### config.mk
export PLATFORM = sky130hd
export DESIGN_NAME = div_unit
export DESIGN_NICKNAME = d
export VERILOG_FILES = /design/src/rtl/div_unit_pkg.sv /design/src/rtl/div_step.sv /design/src/rtl/div_unit.sv
export SDC_FILE = /design/constraint.sdc
export NUM_CORES = 1
export LEC_CHECK = 0
export ABC_AREA = 1
export CORE_MARGIN = 1.5
export CORE_UTILIZATION = 45
export DETAILED_ROUTE_END_ITERATION = 6
export PLACE_DENSITY = 0.61
export SLEW_MARGIN = 20
export SYNTH_ARGS = -nofsm -noshare
export SYNTH_HDL_FRONTEND = slang
export SYNTH_HIERARCHICAL = 1
export SYNTH_SLANG_ARGS = --single-unit
### constraint.sdc
create_clock -name clk -period 8.7 [get_ports clk]
set_clock_uncertainty 0.15 [all_clocks]
set_input_delay 1.74 -clock clk [delete_from_list [all_inputs] [get_ports clk]]
set_output_delay 1.74 -clock clk [all_outputs]
set_load 0.01 [all_outputs]
### src/rtl/div_unit_pkg.sv
// Shared widths and FSM encodings for the iterative divide unit.
package div_unit_pkg;
  localparam int W_DATA = 32;
  localparam int W_TAG  = 6;

  typedef enum logic [1:0] {
    DIV_IDLE   = 2'd0,
    DIV_CALC   = 2'd1,
    DIV_FIX    = 2'd2,
    DIV_RESULT = 2'd3
  } div_state_e;
endpackage

### src/rtl/div_step.sv
// One radix-2 restoring division step: shift {rem,quo} left, trial-subtract divisor.
module div_step #(
  parameter int W_DATA = div_unit_pkg::W_DATA
) (
  input  logic [W_DATA-1:0] rem,
  input  logic [W_DATA-1:0] quo,
  input  logic [W_DATA-1:0] dvsr,
  output logic [W_DATA-1:0] rem_next,
  output logic [W_DATA-1:0] quo_next
);
  import div_unit_pkg::*;

  logic [W_DATA-1:0] rem_sh;
  logic [W_DATA:0]   diff;
  logic              rem_top_unused;

  // The shifted-out remainder MSB is always zero for a nonzero divisor; for a zero
  // divisor dropping it is what makes the loop return all ones.
  assign rem_top_unused = rem[W_DATA-1];
  assign rem_sh         = {rem[W_DATA-2:0], quo[W_DATA-1]};
  assign diff           = {1'b0, rem_sh} - {1'b0, dvsr};

  always_comb begin
    quo_next = {quo[W_DATA-2:0], ~diff[W_DATA]};
    rem_next = diff[W_DATA] ? rem_sh : diff[W_DATA-1:0];
  end
endmodule

### src/rtl/div_unit.sv
// Unpipelined signed 32-bit divider between the divide issue queue and CDB arbitration.
module div_unit #(
  parameter int W_DATA = div_unit_pkg::W_DATA,
  parameter int W_TAG  = div_unit_pkg::W_TAG,
  parameter int W_CNT  = 5
) (
  input  logic              clk,
  input  logic              reset,
  input  logic              equeuediv_ready,
  input  logic [W_TAG-1:0]  equeuediv_rdtag,
  input  logic [W_DATA-1:0] equeuediv_rsdata,
  input  logic [W_DATA-1:0] equeuediv_rtdata,
  output logic              equeuediv_done,
  output logic              cdb_req,
  input  logic              cdb_grant,
  output logic [W_TAG-1:0]  cdb_req_tag,
  output logic [W_DATA-1:0] cdb_req_data,
  output logic              busy
);
  import div_unit_pkg::*;

  div_state_e        state, state_next;
  logic [W_CNT-1:0]  cnt;
  logic [W_DATA-1:0] rem, quo, dvsr;
  logic [W_DATA-1:0] rem_next, quo_next;
  logic [W_DATA-1:0] res_data;
  logic [W_TAG-1:0]  res_tag;
  logic              neg;
  logic              last_iter;

  // Unsigned magnitude; the most negative value maps onto itself as 2^(W_DATA-1).
  function automatic logic [W_DATA-1:0] mag(input logic [W_DATA-1:0] x);
    return x[W_DATA-1] ? (~x + 1'b1) : x;
  endfunction

  function automatic logic [W_DATA-1:0] sign_fix(input logic [W_DATA-1:0] q, input logic n);
    return n ? (~q + 1'b1) : q;
  endfunction

  assign last_iter = (cnt == W_CNT'(W_DATA - 1));

  div_step #(.W_DATA(W_DATA)) u_step (
    .rem      (rem),
    .quo      (quo),
    .dvsr     (dvsr),
    .rem_next (rem_next),
    .quo_next (quo_next)
  );

  always_ff @(posedge clk or posedge reset) begin
    if (reset) state <= DIV_IDLE;
    else       state <= state_next;
  end

  always_comb begin
    state_next = state;
    case (state)
      DIV_IDLE:   if (equeuediv_ready) state_next = DIV_CALC;
      DIV_CALC:   if (last_iter)       state_next = DIV_FIX;
      DIV_FIX:                         state_next = DIV_RESULT;
      DIV_RESULT: if (cdb_grant)       state_next = DIV_IDLE;
      default:                         state_next = DIV_IDLE;
    endcase
  end

  always_comb begin
    equeuediv_done = (state == DIV_IDLE) & equeuediv_ready;
    cdb_req        = (state == DIV_RESULT);
    busy           = (state != DIV_IDLE);
  end

  // Accept / iterate / sign-fix; tag and result are held untouched through RESULT.
  always_ff @(posedge clk or posedge reset) begin
    if (reset) begin
      cnt      <= '0;
      rem      <= '0;
      quo      <= '0;
      dvsr     <= '0;
      neg      <= 1'b0;
      res_tag  <= '0;
      res_data <= '0;
    end else begin
      case (state)
        DIV_IDLE: begin
          if (equeuediv_ready) begin
            res_tag <= equeuediv_rdtag;
            quo     <= mag(equeuediv_rsdata);
            dvsr    <= mag(equeuediv_rtdata);
            neg     <= equeuediv_rsdata[W_DATA-1] ^ equeuediv_rtdata[W_DATA-1];
            rem     <= '0;
            cnt     <= '0;
          end
        end
        DIV_CALC: begin
          rem <= rem_next;
          quo <= quo_next;
          cnt <= cnt + 1'b1;
        end
        DIV_FIX: res_data <= sign_fix(quo, neg);
        default: ;
      endcase
    end
  end

  assign cdb_req_tag  = res_tag;
  assign cdb_req_data = res_data;
endmodule

==> flow_metrics.env, run 1 <==
export IMPL_maxCapViolCount=0
export IMPL_finalSetupViolCount=0
export IMPL_cts_resized=0
export IMPL_vias=11400
export IMPL_syn_area_um2=11800
export IMPL_cp_required_ns=6.81
export IMPL_ctsHtreeMaxLevel=4
export IMPL_place_area_um2=12900
export IMPL_grt_ovfl_total=0
export IMPL_dieArea_um2=27200
export IMPL_io_pins=115
export IMPL_cp_data_arrival_time_ns=3.70
export IMPL_p_clk_frac=0.187
export IMPL_hold_ws_ns=0.327
export IMPL_reg2reg_slack_ns=5.26
export IMPL_period_share=0.643
export IMPL_nNetsFinal=2090
export IMPL_ir_drop_v=0.000178
export IMPL_clock_sinks=141
export IMPL_fmax_mhz=179
export IMPL_final_util=0.521
export IMPL_clkTransAtPathRegs_ns=0.06
export IMPL_drc_errors=0
export IMPL_criticalPathCategory="input port to primary output"
export IMPL_grt_pass1_vias=10700
export IMPL_crit_path_max_fanout=56
export IMPL_hpwl_um=23600
export IMPL_ctsRootBufferMaster="clkbuf_16"
export IMPL_dp_worst_setup_slack_ns=3.08
export IMPL_wire_per_inst_um=13.5
export IMPL_ys_warn_count=6
export IMPL_p_switching_mw=1.99
export IMPL_antenna_found_initial=0
export IMPL_wl_um=31500
export IMPL_cellLeakagePower_nw=7.35
export IMPL_die_y_um=165
export IMPL_crit_path_start_kind="input port"
export IMPL_min_period_ns=5.59
export IMPL_multi_input_area_um2=6740
export IMPL_track_usage=0.243
export IMPL_diodes=0
export IMPL_die_w_um=165
export IMPL_fin_ws_ns=3.11
export IMPL_core_area_um2=25900
export IMPL_cts_tree="yes"
export IMPL_fill_cells=2729
export IMPL_syn_area_per_cell_um2=6.15
export IMPL_drtIter0Drc=726
export IMPL_cts_hold_buffers=0
export IMPL_grt_pass1_wl_um=52300
export IMPL_slew_viol_final=0
export IMPL_area_growth_pct=14.3
export IMPL_postRouteAntennaNets=0
export IMPL_start_util=0.456
export IMPL_p_seq_frac=0.273
export IMPL_worstMarginPinSlew_ns=1.03
export IMPL_p_comb_frac=0.539
export IMPL_layout_drive_gt1_share=0.0569
export IMPL_grt_start_max_net_pins=95
export IMPL_status="finished clean"
export IMPL_setup_tns_ns=0
export IMPL_switching_share=0.478
export IMPL_layout_cells_most_common="nand2_1"
export IMPL_relSlewSlack=0.314
export IMPL_crit_path_end_kind="primary output"
export IMPL_rows=59
export IMPL_final_hold_viol_count=0
export IMPL_postCtsSetupBuffers=0
export IMPL_clk_latency_ns=0.44
export IMPL_clock_path_buffers=2
export IMPL_place_congestion=0.922
export IMPL_syn_instance_count=1922
export IMPL_cts_made_buffers=17
export IMPL_rsz0062_at_grt="false"
export IMPL_design_area_um2=13500
export IMPL_portBuffers=114
export IMPL_internal_power_mw=2.17
export IMPL_p_per_area_nw_per_um2=308
export IMPL_vias_per_cell=4.93
export IMPL_seq_area_um2=3530
export IMPL_dr_pass1_iters=6
export IMPL_min_path_type="flip-flop to flip-flop"
export IMPL_synth_nets=2038
export IMPL_most_common_layout_cells="729 x nand2_1, 247 x inv_1, 205 x nand3_1, 189 x nor2_1, 141 x dfrtp_1"
## per-stage QoR
stage               cells  power, mW
finish               2322       4.16
global route         2322       4.57
CTS                  2322       4.19
detailed placement   2290       3.40
global placement     2290       3.36
floorplan            1922       2.86
## power by group through the flow
stage	sequential (mW)	clock, mW	combinational (mW)
2_1_floorplan	1.14	0	1.73
3_3_place_gp	1.14	0	2.21
3_5_place_dp	1.15	0	2.25
4_1_cts	1.14	0.795	2.26
5_1_grt	1.18	0.827	2.56
6_report	1.14	0.780	2.24
## flip-flops by register name, indices dropped and copies added, names as in the netlist
name,count
quo,32
neg,1
dvsr,32
cnt,5
cdb_req_data,32
state,2
cdb_req_tag,6
rem,31
## worst paths after layout
check / startpoint / endpoint / depth (start not counted)
setup / recovery: equeuediv_ready / equeuediv_done / 5
hold / removal: dvsr[14] / dvsr[14] / 2
setup reg to reg: state[1] / quo[2] / 10
hold reg to reg: dvsr[14] / dvsr[14] / 2
max in group asynchronous: reset / dvsr[10] / 3
min in group asynchronous: reset / quo[1] / 2
## area by class of cell
cell class,instances,area share
clock inverter,14,0.0126
clock buffer,18,0.0325
timing repair buffer,122,0.0890
sequential,141,0.261
inverter,264,0.0740
tap,335,0.0311
multi-input combinational,1428,0.499
## critical path: stages
cell             delay, ns
clkdlybuf4s50_1       0.44
nand2_2               0.08
buf_4                 0.48
inv_2                 0.36
clkdlybuf4s50_1       0.58
## per-layer routing
metal,global-route usage,part of all wire
met1,0.317,0.47
met2,0.421,0.48
met3,0.0284,0.035
met4,0.0672,0.015
met5,0,0
Power figures use the tool's default switching activity.
==> run 2: changes to the inputs <==
--- a/config.mk
+++ b/config.mk
@@ -9,7 +9,7 @@
 export CORE_MARGIN = 1.5
 export CORE_UTILIZATION = 45
 export DETAILED_ROUTE_END_ITERATION = 6
-export PLACE_DENSITY = 0.61
+export PLACE_DENSITY = 0.64
 export SLEW_MARGIN = 20
 export SYNTH_ARGS = -nofsm -noshare
 export SYNTH_HDL_FRONTEND = slang
==> constraint.sdc (replaced) <==
create_clock -name clk -period 5 [get_ports clk]
set_clock_uncertainty 0.15 [all_clocks]
set_input_delay 1 -clock clk [delete_from_list [all_inputs] [get_ports clk]]
set_output_delay 1 -clock clk [all_outputs]
set_load 0.01 [all_outputs]
==> flow_metrics.env, run 2 (synthesis results as in run 1) <==
export IMPL_status="finished clean"
export IMPL_relSlewSlack=0.311
export IMPL_worstMarginPinSlew_ns=1.03
export IMPL_postRouteAntennaNets=0
export IMPL_die_w_um=165
export IMPL_holdPathEnd="cdb_req_data[31]"
export IMPL_min_path_type="flip-flop to flip-flop"
export IMPL_grt_pass1_wl_um=52100
export IMPL_period_share=0.678
export IMPL_vias=11500
export IMPL_dieArea_um2=27200
export IMPL_clock_sinks=141
export IMPL_cp_required_ns=5.19
export IMPL_grt_pass1_vias=10600
export IMPL_ir_drop_v=0.000263
export IMPL_ctsHtreeMaxLevel=4
export IMPL_min_path_cells=2
export IMPL_hpwl_um=23800
export IMPL_reg2reg_slack_ns=1.86
export IMPL_layout_cells_most_common="nand2_1"
export IMPL_cts_resized=0
export IMPL_clkTransAtPathRegs_ns=0.07
export IMPL_fmax_mhz=295
export IMPL_cts_hold_buffers=0
export IMPL_io_pins=115
export IMPL_layout_drive_gt1_share=0.0578
export IMPL_criticalPathCategory="input port to flip-flop"
export IMPL_clk_latency_ns=0.43
export IMPL_slew_viol_final=0
export IMPL_finalSetupViolCount=0
export IMPL_wire_per_inst_um=13.6
export IMPL_min_period_ns=3.39
export IMPL_core_area_um2=25900
export IMPL_cp_data_arrival_time_ns=3.58
export IMPL_postCtsSetupBuffers=0
export IMPL_maxCapViolCount=0
export IMPL_rows=59
export IMPL_crit_path_end_kind="flip-flop"
export IMPL_grt_ovfl_total=0
export IMPL_rr_worst_depth=9
export IMPL_dr_pass1_iters=5
export IMPL_cellLeakagePower_nw=7.35
export IMPL_clock_path_buffers=2
export IMPL_vias_per_cell=4.93
export IMPL_dp_cells=2292
export IMPL_most_common_layout_cells="729 x nand2_1, 247 x inv_1, 205 x nand3_1, 189 x nor2_1, 141 x dfrtp_1"
export IMPL_cts_tree="yes"
export IMPL_ctsRootBufferMaster="clkbuf_16"
export IMPL_diodes=0
export IMPL_place_congestion=0.963
export IMPL_crit_path_max_fanout=55
export IMPL_setup_tns_ns=0
export IMPL_die_y_um=165
export IMPL_drc_errors=0
export IMPL_track_usage=0.242
export IMPL_fill_cells=2662
export IMPL_area_growth_pct=14.2
export IMPL_rr_endpoint="quo[9]"
export IMPL_portBuffers=114
export IMPL_drtIter0Drc=803
export IMPL_start_util=0.456
export IMPL_antenna_found_initial=0
export IMPL_final_hold_viol_count=0
export IMPL_reg2reg_from="state[0]"
export IMPL_hold_start="cdb_req_data[31]"
export IMPL_crit_path_start_kind="input port"
export IMPL_nNetsFinal=2092
export IMPL_design_area_um2=13500
export IMPL_p_per_area_nw_per_um2=536
export IMPL_final_util=0.521
export IMPL_wl_um=31600
export IMPL_grt_start_max_net_pins=104
export IMPL_place_area_um2=12900
export IMPL_instances_no_fill=2324
export IMPL_rsz0062_at_grt="false"
export IMPL_cts_made_buffers=17
## run 2: cell types whose count changed in the layout (fill, tap and decap cells not counted), sizes merged
cell / change
buf: +2
clkinvlp: -1
inv: -3
clkbuf: -1
clkinv: +5
## run 2: worst max-delay path, stage by stage
cell and delay [ns]:
clkdlybuf4s50_1 0.43, nand2_2 0.10, buf_4 0.47, o21ai_4 0.11, inv_2 0.62, buf_4 0.52
a21oi_1 0.08, a22oi_1 0.19
## run 2: through the flow
step	power, mW	setup slack, ns	hold WS (ns)
2_1_floorplan	4.98	0.0688	0.299
3_3_place_gp	5.86	1.24	0.311
3_5_place_dp	5.93	1.17	0.315
4_1_cts	7.26	1.61	0.335
5_1_grt	7.92	1.41	0.347
6_report	7.23	1.61	0.328
## run 2: cell type report
type                            instances  area, um2  share of cell area
Inverter                              264        998              0.0740
Multi-Input combinational cell       1428       6740               0.500
Timing Repair Buffer                  124       1220              0.0902
Tap cell                              335        419              0.0311
Clock inverter                         15        160              0.0119
Sequential cell                       141       3530               0.262
Clock buffer                           17        425              0.0315
## run 2: how the worst max path moves through the flow
stage               cells past startpoint         endpoint            start
floorplan                               1  cdb_req_data[0]            reset
global placement                        8           quo[8]  equeuediv_ready
detailed placement                      8           quo[9]  equeuediv_ready
CTS                                     8           quo[9]  equeuediv_ready
global route                            8          quo[16]  equeuediv_ready
finish                                  8           quo[9]  equeuediv_ready
## run 2: routing by layer
layer / part of all wire / track usage / vias to the layer above
met5: 0 / 0 / -
met4: 0.024 / 0.0844 / 0
met2: 0.47 / 0.408 / 263
met3: 0.038 / 0.0296 / 46
li1: - / - / 6032
met1: 0.47 / 0.318 / 5127
## run 2: report_power, final
part           leakage [nW]  internal (mW)  total, mW  switching, mW
logic                  5.28           1.41       3.93           2.51
registers              1.78           1.60       1.99          0.389
clock network         0.290          0.743       1.30          0.561
total                  7.35           3.76       7.23           3.46
